`src/rtl/time_keeper_pkg.sv`:
```
// rtl/time_keeper_pkg.sv - shared clock types: entry FSM states, BCD HHMM layout, time validity
package time_keeper_pkg;

  typedef enum logic [1:0] {
    ST_IDLE  = 2'd0,
    ST_ENTRY = 2'd1,
    ST_FULL  = 2'd2
  } entry_state_e;

  typedef struct packed {
    logic [3:0] ms_hour;
    logic [3:0] ls_hour;
    logic [3:0] ms_min;
    logic [3:0] ls_min;
  } hhmm_t;

  localparam logic [2:0] DIGITS_PER_ENTRY = 3'd4;
  localparam logic [5:0] SECONDS_LAST     = 6'd59;

  function automatic logic hhmm_valid(input hhmm_t t);
    return (t.ms_hour <= 4'd2) && (t.ls_hour <= 4'd9) &&
           (t.ms_min <= 4'd5) && (t.ls_min <= 4'd9) &&
           !((t.ms_hour == 4'd2) && (t.ls_hour > 4'd3));
  endfunction

endpackage

```
`src/rtl/bcd_minute_inc.sv`:
```
// rtl/bcd_minute_inc.sv - combinational BCD HHMM plus one minute, 23:59 wraps to 00:00
module bcd_minute_inc
  import time_keeper_pkg::*;
(
  input  logic [15:0] time_i,
  output logic [15:0] time_o
);

  hhmm_t t;
  hhmm_t n;

  assign t = hhmm_t'(time_i);

  always_comb begin
    n = t;
    if (t.ls_min != 4'd9) begin
      n.ls_min = t.ls_min + 4'd1;
    end else begin
      n.ls_min = 4'd0;
      if (t.ms_min != 4'd5) begin
        n.ms_min = t.ms_min + 4'd1;
      end else begin
        n.ms_min = 4'd0;
        if ((t.ms_hour == 4'd2) && (t.ls_hour == 4'd3)) begin
          n.ms_hour = 4'd0;
          n.ls_hour = 4'd0;
        end else if (t.ls_hour == 4'd9) begin
          n.ls_hour = 4'd0;
          n.ms_hour = t.ms_hour + 4'd1;
        end else begin
          n.ls_hour = t.ls_hour + 4'd1;
        end
      end
    end
  end

  assign time_o = n;

endmodule

```
`src/rtl/time_keeper.sv`:
```
// rtl/time_keeper.sv - time-of-day counter with keypad entry buffer and time/alarm loading
module time_keeper
  import time_keeper_pkg::*;
#(
  parameter int          TIMEOUT_SECS = 10,
  parameter logic [15:0] ALARM_RESET  = 16'h0600
) (
  input  logic        clk,
  input  logic        reset,
  input  logic        one_second,
  input  logic        key_valid,
  input  logic [3:0]  key_digit,
  input  logic        load_time,
  input  logic        load_alarm,
  output logic [15:0] current_time,
  output logic [15:0] alarm_time,
  output logic [15:0] key_buffer,
  output logic        entry_active,
  output logic        one_minute,
  output logic        load_error,
  output logic [1:0]  debug_state
);

  localparam int TW = (TIMEOUT_SECS < 2) ? 1 : $clog2(TIMEOUT_SECS);
  localparam logic [TW-1:0] TIMEOUT_LAST = TW'(TIMEOUT_SECS - 1);

  entry_state_e  state_q, state_d;
  logic [15:0]   buf_q, buf_d;
  logic [2:0]    cnt_q, cnt_d;
  logic [TW-1:0] tmo_q, tmo_d;
  logic [5:0]    sec_q, sec_d;
  logic [15:0]   cur_q, cur_d;
  logic [15:0]   alarm_q, alarm_d;
  logic          one_minute_q, one_minute_d;
  logic          load_error_q, load_error_d;

  logic [15:0] cur_inc;
  logic        load;
  logic        digit_ok;
  logic        load_ok;

  bcd_minute_inc u_minute_inc (
    .time_i (cur_q),
    .time_o (cur_inc)
  );

  assign load     = load_time | load_alarm;
  assign digit_ok = key_valid && (key_digit <= 4'd9);
  assign load_ok  = (cnt_q != 3'd0) && hhmm_valid(hhmm_t'(buf_q));

  always_comb begin
    state_d      = state_q;
    buf_d        = buf_q;
    cnt_d        = cnt_q;
    tmo_d        = tmo_q;
    sec_d        = sec_q;
    cur_d        = cur_q;
    alarm_d      = alarm_q;
    one_minute_d = 1'b0;
    load_error_d = 1'b0;

    if (load) begin
      // A load swallows any same-cycle tick and digit.
      state_d = ST_IDLE;
      buf_d   = 16'h0000;
      cnt_d   = 3'd0;
      tmo_d   = '0;
      if (!load_ok) begin
        load_error_d = 1'b1;
      end else if (load_time) begin
        cur_d = buf_q;
        sec_d = 6'd0;
      end else begin
        alarm_d = buf_q;
      end
    end else begin
      if (one_second) begin
        if (sec_q == SECONDS_LAST) begin
          sec_d        = 6'd0;
          cur_d        = cur_inc;
          one_minute_d = 1'b1;
        end else begin
          sec_d = sec_q + 6'd1;
        end
      end

      case (state_q)
        ST_IDLE, ST_ENTRY: begin
          if (digit_ok) begin
            buf_d   = {buf_q[11:0], key_digit};
            cnt_d   = cnt_q + 3'd1;
            state_d = (cnt_d == DIGITS_PER_ENTRY) ? ST_FULL : ST_ENTRY;
          end
        end
        ST_FULL: ;
        default: state_d = ST_IDLE;
      endcase

      // Keypad activity restarts the inactivity window; ticks only count while an entry is open.
      if (state_q != ST_IDLE) begin
        if (digit_ok) begin
          tmo_d = '0;
        end else if (one_second) begin
          if (tmo_q == TIMEOUT_LAST) begin
            state_d = ST_IDLE;
            buf_d   = 16'h0000;
            cnt_d   = 3'd0;
            tmo_d   = '0;
          end else begin
            tmo_d = tmo_q + TW'(1);
          end
        end
      end
    end
  end

  always_ff @(posedge clk) begin
    if (reset) begin
      state_q      <= ST_IDLE;
      buf_q        <= 16'h0000;
      cnt_q        <= 3'd0;
      tmo_q        <= '0;
      sec_q        <= 6'd0;
      cur_q        <= 16'h0000;
      alarm_q      <= ALARM_RESET;
      one_minute_q <= 1'b0;
      load_error_q <= 1'b0;
    end else begin
      state_q      <= state_d;
      buf_q        <= buf_d;
      cnt_q        <= cnt_d;
      tmo_q        <= tmo_d;
      sec_q        <= sec_d;
      cur_q        <= cur_d;
      alarm_q      <= alarm_d;
      one_minute_q <= one_minute_d;
      load_error_q <= load_error_d;
    end
  end

  assign current_time = cur_q;
  assign alarm_time   = alarm_q;
  assign key_buffer   = buf_q;
  assign entry_active = (state_q != ST_IDLE);
  assign one_minute   = one_minute_q;
  assign load_error   = load_error_q;
  assign debug_state  = state_q;

endmodule

```
`config.mk`:
```
export PLATFORM = sky130hd
export DESIGN_NAME = time_keeper
export DESIGN_NICKNAME = d
export VERILOG_FILES = /design/src/rtl/time_keeper_pkg.sv /design/src/rtl/bcd_minute_inc.sv /design/src/rtl/time_keeper.sv
export SDC_FILE = /design/constraint.sdc
export NUM_CORES = 1
export LEC_CHECK = 0
export CELL_PAD_IN_SITES_DETAIL_PLACEMENT = 1
export CELL_PAD_IN_SITES_GLOBAL_PLACEMENT = 2
export CORE_MARGIN = 2
export CORE_UTILIZATION = 25
export DETAILED_ROUTE_END_ITERATION = 12
export PLACE_DENSITY = 0.7
export SLEW_MARGIN = 10
export SYNTH_ARGS = -nofsm -noshare
export SYNTH_HDL_FRONTEND = slang
export SYNTH_SLANG_ARGS = --single-unit
```
`constraint.sdc`:
```
create_clock -name clk -period 2.3 [get_ports clk]
set_input_delay 0.46 -clock clk [delete_from_list [all_inputs] [get_ports clk]]
set_output_delay 0.46 -clock clk [all_outputs]
set_load 0.02 [all_outputs]
```
# == Yosys cells after proc, flatten, opt, wreduce, memory -nomap -nowiden ==
# Index checks and enable logic that the tools add are counted.
# Widths: inputs -> output; s select.
# totals
inputBits,10
register_bits,65
word_cells,112
out_inout_bits,53
# op_classes
n_addsub,7
n_reduce_logical,27
n_mux,41
n_lt_le_gt_ge,6
eq_ne,15
bitwise_logic,4
# op_table
operator,count
$mux 16,11
$mux 6,5
$mux 4,7
$add 4x1->4 const B,5
$mux 3,6
$mux 8,2
$eq 4x2->1 const B,3
$le 4x4->1 const B,3
$mux 12,1
$mux 2,6
$eq 4x4->1 const B,2
$logic_and 1x1->1,8
$reduce_bool 2->1,4
$reduce_and 7->1,1
$add 6x1->6 const B,1
$eq 6x6->1 const B,1
$ne 2x2->1 const B,3
$reduce_and 3->1,2
$reduce_and 6->1,1
$reduce_bool 3->1,2
$reduce_or 2->1,3
$reduce_and 5->1,1
$gt 4x2->1 const B,1
$le 4x2->1 const B,1
17 further kinds,20

# == Logic depth before layout (Yosys ltp) ==
# Gate-level depths: netlist of run 1.
# depth
depth_word,9
depth_mapped,8

# == Hierarchy ==
# Synthesis of run 1 repeated with hierarchy kept, for this count alone.
# unflattened
cells_unflattened,369
hier_area_um2,3368.2
# by_module_without_submodules
module,instances,cells_each,area_each_um2
time_keeper,1,308,2971.6
bcd_minute_inc,1,61,396.6

# == Least setup slack after synthesis of run 1 ==
# OpenSTA, ideal clock, no wires.
# synth_timing
path_kind,reg-to-reg
from,reg cur_q[13] (netlist: current_time[13])
to,reg cur_q[15] (netlist: current_time[15])
path_slack_ps,226
arrival_ps,1940
stages_incl_launch_ff,7
setup_ps,134
path_cell_list,dfxtp_1 -> ha_1 -> or4b_4 -> o21ai_0 -> nor2b_1 -> o311ai_0 -> o31ai_1
# synth_between
elab_chain_len,8
word_cells_on_any_way,12
# synth_lines
element,line,source
"start, declared",time_keeper.sv:32,"logic [15:0] cur_q, cur_d;"
"start signal, assigned",time_keeper.sv:134,cur_q <= cur_d;
$add 4x1->4 / $eq 4x2->1 (equally long branches),"bcd_minute_inc.sv:29, bcd_minute_inc.sv:24",
$mux 4 / $logic_and 1x1->1 (equally long branches),"bcd_minute_inc.sv:27, bcd_minute_inc.sv:24",
$mux 8,bcd_minute_inc.sv:24,if ((t.ms_hour == 4'd2) && (t.ls_hour == 4'd3)) begin
$mux 8,bcd_minute_inc.sv:20,if (t.ms_min != 4'd5) begin
$mux 12,bcd_minute_inc.sv:16,if (t.ls_min != 4'd9) begin
$mux 16,time_keeper.sv:78,if (sec_q == SECONDS_LAST) begin
$mux 16,time_keeper.sv:77,if (one_second) begin
$mux 16,time_keeper.sv:62,if (load) begin
# Several ways; a longest one is shown, not always the timed one. The select of a mux whose other input is x is not followed.
# A chain may end at the register's enable or synchronous reset.

# == Worst setup path in the final report of run 1 ==
# layout_timing
from,reg cur_q[12] (netlist: current_time[12])
to,reg cur_q[12] (netlist: current_time[12])
# The elaborated chain is that of the path after synthesis.

==> results of run 1 <==
[metal layers]
| metal | part of all wire | up-vias |
|---|---|---|
| met3 | 0.047 | 18 |
| li1 | - | 1494 |
| met4 | 0.020 | 0 |
| met5 | 0 | - |
| met2 | 0.48 | 60 |
| met1 | 0.46 | 1500 |
[worst register-to-register path: stages, from the launching register on]
cell and delay (ns):
dfxtp_1 0.35, inv_1 0.10, ha_1 0.14, or4b_4 0.49, o21ai_4 0.22, a41oi_2 0.21
a2111oi_0 0.42, a211oi_1 0.10
[layout make-up]
type / count / share of cell area
clock buffers: 10 / 0.05047
clock inverters: 6 / 0.009653
inverters: 12 / 0.009928
multi-input cells: 264 / 0.3878
flip-flops and latches: 65 / 0.2868
well taps: 172 / 0.04744
repair buffers: 100 / 0.2079
[power by group through the flow]
stage	clock (uW)	sequential [uW]	combinational [uW]
floorplan	0	1180	108
global placement	0	1170	214
detailed placement	0	1170	218
CTS	1310	1150	219
global route	1360	1150	238
finish	1270	1150	218
[worst paths after layout]
path              slack (ns)          endpoint  cells after the start
setup / recovery        0.14  current_time[12]                      7
hold / removal          0.46    alarm_time[15]                      1
setup reg to reg        0.14  current_time[12]                      7
hold reg to reg         0.46    alarm_time[15]                      1
[through the flow]
stage          cell area (um2)  setup TNS [ns]    util  cells  setup WS (ns)
2_1_floorplan             3177               0       -    361         0.2256
3_3_place_gp              4252        -0.08290  0.3397    613       -0.08290
3_5_place_dp              4252         -0.2703  0.3397    613        -0.1278
4_1_cts                   4524               0  0.3615    629        0.08024
5_1_grt                   4537               0  0.3625    629       0.007376
6_report                  4537               0  0.3625    629         0.1372
[logic make-up (layout without fill, tap and decap cells)]
group,after synthesis,after routing,synth area share
and+or+nand+nor,134,134,0.2229
AOI/OAI and AO/OA,86,86,0.1812
DFF,65,65,0.4096
buffers and inverters,32,128,0.04057
muxes,31,31,0.09807
adders and majority gates,10,10,0.03939
xor gates and xnor gates,3,3,0.008272
[cell usage after synthesis (10+ instances only)]
cell type,instances,share of area
nor3_1,11,0.017
a21oi_1,27,0.043
clkbuf_1,14,0.017
nand2_1,15,0.018
nor2_1,53,0.063
ha_1,10,0.039
inv_1,12,0.014
mux2i_1,30,0.095
dfxtp_1,65,0.41
nand3_1,11,0.017
o21ai_0,20,0.032
[cells in the final DEF (no fill, tap or decap), types with 6 or more instances in the layout]
master	instances
inv_1	12
clkdlybuf4s50_1	62
o21ai_0	18
clkbuf_16	9
a21oi_1	27
nand2b_1	6
nand2_1	15
buf_4	35
or3_1	6
o31ai_1	6
nor3_1	11
ha_1	10
nand3_1	11
nor2_1	53
mux2i_1	30
dfxtp_1	65
[sequential cells by signal (all words and copies together) (netlist names)]
| signal | flops |
|---|---|
| debug_state | 2 |
| tmo_q | 4 |
| sec_q | 6 |
| current_time | 16 |
| load_error | 1 |
| cnt_q | 3 |
| alarm_time | 16 |
| key_buffer | 16 |
| one_minute | 1 |
==> impl_metrics.csv, run 1 <==
group,metric,value,unit
sta,slew_headroom,0.4045,
grt,overflow,0,
sta,rsz0062_at_grt,"false",
floorplanning,core_region_area,12520,um2
routing,drc,0,
place,gp_congestion,0.8010,
critical_path,r2r-start,"current_time[12]",
critical_path,critPathMaxFanout,5,
critical_path,worst_setup_path_start_kind,"flip-flop",
grt,grt_pass1_wl,16950,um
layout,area_delta_synth_final,42.81,%
power_and_ir_drop,power_frac_comb,0.083,
power_and_ir_drop,power_density,580.7,nW/um2
sta,finalCriticalPeriod,2.163,ns
sta,fmax,462.4,MHz
power_and_ir_drop,netSwitchingPower,673.1,uW
sta,hold_violations,0,
yosys,ys_types,56,
yosys,synth_edf_count,0,
power_and_ir_drop,ir_drop,0.4184,mV
place,place_hpwl,7575,um
power_and_ir_drop,leakage,0.001592,uW
routing,via_per_inst,4.884,
grt,grt_util_met2,0.2609,
critical_path,cp.buffers_inverters,1,
grt,antenna_found_initial,0,
routing,drt-pass1-iter-count,4,
sta,skew,0.004226,ns
yosys,synth_fp_nets,381,
sta,whs,0.4602,ns
yosys,ys_dominant_reg_cell,"dfxtp_1",
clock_network,clkTransAtPathRegs,0.06,ns
critical_path,cp.arrival,2.37,ns
layout,diodes,0,
floorplanning,io_pins,63,
grt,grtUsageMet1,0.2087,
floorplanning,die_h,116.7,um
routing,dr_total_vias,3072,
sta,setup_viol,0,
critical_path,startpoint,"current_time[12]",
worst_hold_path,min_from,"alarm_time[15]",
clock_network,cts-htree-levels,3,
yosys,synthesis.instances,361,
layout,multi_input_area,1759,um2
critical_path,worstPathRequired,2.51,ns
grt,grt_max_degree,21,
critical_path,cp-end-kind,"flip-flop",
yosys,synth.ff_latch_count,65,
yosys,synthesis.area,3177,um2
power_and_ir_drop,seqPwrFrac,0.436,
critical_path,cp_top_family,"compound AO/OA/AOI/OAI gates",
critical_path,critical_path.slowest_cell,"or4b_4",
routing,ant_nets,0,
clock_network,cts_tree,"done",
critical_path,max_stage_delay,0.49,ns
routing,routed_wl,10400,um
outcome,status,"finished clean",
clock_network,postCtsSetupBuffers,0,
yosys,syn_avg_cell_area,8.800,um2
layout,seqCellArea,1301,um2
yosys,async_flop_share,0,
sta,slew_viol_final,0,
power_and_ir_drop,internal-power,1961,uW
floorplanning,initial_core_util,0.2538,
floorplanning,die_width,116.7,um
critical_path,worstPathCellList,"inv_1 > ha_1 > or4b_4 > o21ai_4 > a41oi_2 > a2111oi_0 > a211oi_1",
routing,wire_per_inst,16.53,um
yosys,synth_warnings,0,
clock_network,clock_path_buffers,2,
power_and_ir_drop,swShare,0.2555,
layout,final_layout_size_suffix_gt1_frac,0.1532,
run,drv_cap,0,
layout,fillers,1493,
clock_network,cts.sinks,65,
grt,grtUsageTotal,0.1629,
yosys,yosysSeqAreaShare,0.4096,
place,portBuffers,62,
sta,fin_crit_sh,0.9403,
clock_network,clockRootBuffer,"clkbuf_16",
floorplanning,fp-row-count,41,
clock_network,numCtsBuffers,9,
critical_path,path_class,"reg -> reg",
floorplanning,dieArea,13620,um2
clock_network,holdBufCountCts,0,
routing,drtIter0Drc,152,
grt,grt_pass1_vias,3175,
clock_network,worstSkewPairLatency,0.34,ns
grt,busiest_layer,"met2",
worst_hold_path,hold_path.class,"reg -> reg",
grt,gr-usage-met3,0.05241,
power_and_ir_drop,fin_total_pwr,2634,uW
sta,worstMarginPinSlew,0.8840,ns
power_and_ir_drop,clkPwrFrac,0.481,
layout,finalNetCount,472,
clock_network,cts_resized,0,
No activity file was read; power rests on OpenSTA's default activity.
==> run 2: changes to the inputs <==
Settings changed: CORE_MARGIN 2 to 4.
==> run 2 against run 1 <==
- via count decreased by 0.39%
- power is 5.1% higher
- clock power up 10%
- hold slack about the same
- final cell count fell by 0.16%
==> impl_metrics.csv, run 2 (same netlist as run 1, synthesis figures left out) <==
group,metric,value,unit
outcome,status,"finished clean",
power_and_ir_drop,leakage,0.001629,uW
place,placed_cell_area,4269,um2
worst_hold_path,min_from,"alarm_time[7]",
critical_path,path_class,"reg -> reg",
routing,dr_total_vias,3060,
sta,slew_viol_final,0,
floorplanning,fp-row-count,40,
floorplanning,io_pins,63,
routing,ant_nets,0,
critical_path,worstPathCellList,"ha_1 > or4b_4 > o21ai_4 > a41oi_2 > a2111oi_1 > a211oi_1",
floorplanning,dieArea,14570,um2
sta,worstMarginPinSlew,0.5391,ns
critical_path,cp_top_family,"compound AO/OA/AOI/OAI gates",
routing,wire_per_inst,16.54,um
layout,area_delta_synth_final,44.11,%
grt,gr-usage-met3,0.05426,
critical_path,critical_path.slowest_cell,"or4b_4",
sta,rsz0062_at_grt,"false",
sta,fin_crit_sh,0.9515,
layout,diodes,0,
critical_path,cp-end-kind,"flip-flop",
floorplanning,die_width,120.7,um
place,portBuffers,62,
clock_network,worstSkewPairLatency,0.33,ns
critical_path,cp.buffers_inverters,0,
sta,slew_headroom,0.6382,
critical_path,rrSetupSlack,0.11,ns
critical_path,r2r_cells,6,
run,drv_cap,0,
worst_hold_path,worstHoldEndpoint,"alarm_time[7]",
routing,routed_wl,10390,um
routing,drc,0,
sta,finalCriticalPeriod,2.189,ns
routing,drtIter0Drc,120,
critical_path,r2r-end,"current_time[12]",
clock_network,clkTransAtPathRegs,0.06,ns
place,place_hpwl,7682,um
worst_hold_path,min_path_cells,1,
critical_path,worstPathRequired,2.50,ns
layout,design_area,4578,um2
grt,grtUsageTotal,0.1478,
grt,grtUsageMet1,0.1911,
grt,antenna_found_initial,0,
sta,hold_violations,0,
sta,fin_ws,0.1115,ns
clock_network,cts.sinks,65,
layout,final_cell_mix,"dfxtp_1 (65), clkdlybuf4s50_1 (62), nor2_1 (53), buf_4 (38), mux2i_1 (30)",
power_and_ir_drop,fin_total_pwr,2769,uW
floorplanning,initial_core_util,0.2601,
layout,fillers,1452,
sta,skew,0.006436,ns
critical_path,critPathMaxFanout,5,
layout,layout.cells.non_filler,628,
critical_path,worst_setup_path_start_kind,"flip-flop",
grt,grt_pass1_vias,3159,
power_and_ir_drop,power_density,604.7,nW/um2
grt,grt_max_degree,21,
critical_path,r2r-start,"current_time[13]",
routing,via_per_inst,4.873,
clock_network,cts-htree-levels,3,
power_and_ir_drop,ir_drop,0.2844,mV
place,dp_cells,612,
grt,overflow,0,
floorplanning,die_h,120.7,um
layout,finalNetCount,475,
place,gp_congestion,0.8083,
sta,setup_viol,0,
grt,grt_pass1_wl,16970,um
grt,busiest_layer,"met2",
worst_hold_path,hold_path.class,"reg -> reg",
clock_network,clock_path_buffers,2,
critical_path,cp.arrival,2.39,ns
routing,drt-pass1-iter-count,4,
critical_path,max_stage_delay,0.49,ns
layout,final_common_cell,"dfxtp_1",
place,dpl_worst_slack,-0.1090,ns
grt,grt_util_met2,0.2365,
clock_network,holdBufCountCts,0,
layout,final_layout_size_suffix_gt1_frac,0.1565,
floorplanning,core_region_area,12210,um2
clock_network,numCtsBuffers,9,
clock_network,cts_tree,"done",
sta,fmax,456.9,MHz
clock_network,clockRootBuffer,"clkbuf_16",
[run 2: cell count changes in the layout (fill, tap and decap cells not counted), sizes merged]
cell      delta
buf          +3
bufinv       +1
clkinv       +2
clkinvlp     -2
inv          -1
[run 2: worst max path at each step]
stage | from | to | slack (ns) | depth (start not counted)
2_1_floorplan | current_time[13] | current_time[15] | 0.23 | 6
3_3_place_gp | load_time | current_time[7] | -0.005 | 5
3_5_place_dp | load_time | current_time[12] | -0.11 | 5
4_1_cts | cnt_q[0] | current_time[12] | 0.02 | 7
5_1_grt | current_time[13] | current_time[12] | 0.02 | 6
6_report | current_time[13] | current_time[12] | 0.11 | 6
[run 2: per-layer routing]
layer	up-vias	wire length (um)
met3	7	517
met1	1493	4944
met2	65	4840
li1	1495	-
met4	0	87
met5	-	0
[run 2: per-stage QoR]
stage | utilization | hold WS [ns] | TNS [ns]
detailed placement | 0.3496 | 0.4509 | -0.1090
global placement | 0.3496 | 0.4471 | -0.004946
global route | 0.3749 | 0.4889 | 0
CTS | 0.3747 | 0.4679 | 0
floorplan | - | 0.4492 | 0
finish | 0.3749 | 0.4599 | 0
[run 2: report_power, final]
part	total, uW	internal [uW]	switching (uW)
Clock	1400	870	535
Combinational	216	94.7	122
Sequential	1150	1140	11.6
Total	2770	2100	668
[run 2: cell type report]
type	count	area, um2	share of cell area
Clock buffer	10	239.0	0.05220
Sequential cell	65	1301	0.2842
Timing Repair Buffer	103	965.9	0.2110
Tap cell	168	210.2	0.04591
Clock inverter	6	67.56	0.01476
Multi-Input combinational cell	264	1749	0.3821
Inverter	12	45.04	0.009839
[run 2: timing repair]
item                                    4_1_cts  5_1_grt
endpoints found under the setup margin        1        5
endpoints found under the hold margin         0        0
setup buffers                                 0        0
gates resized for setup                       1        4
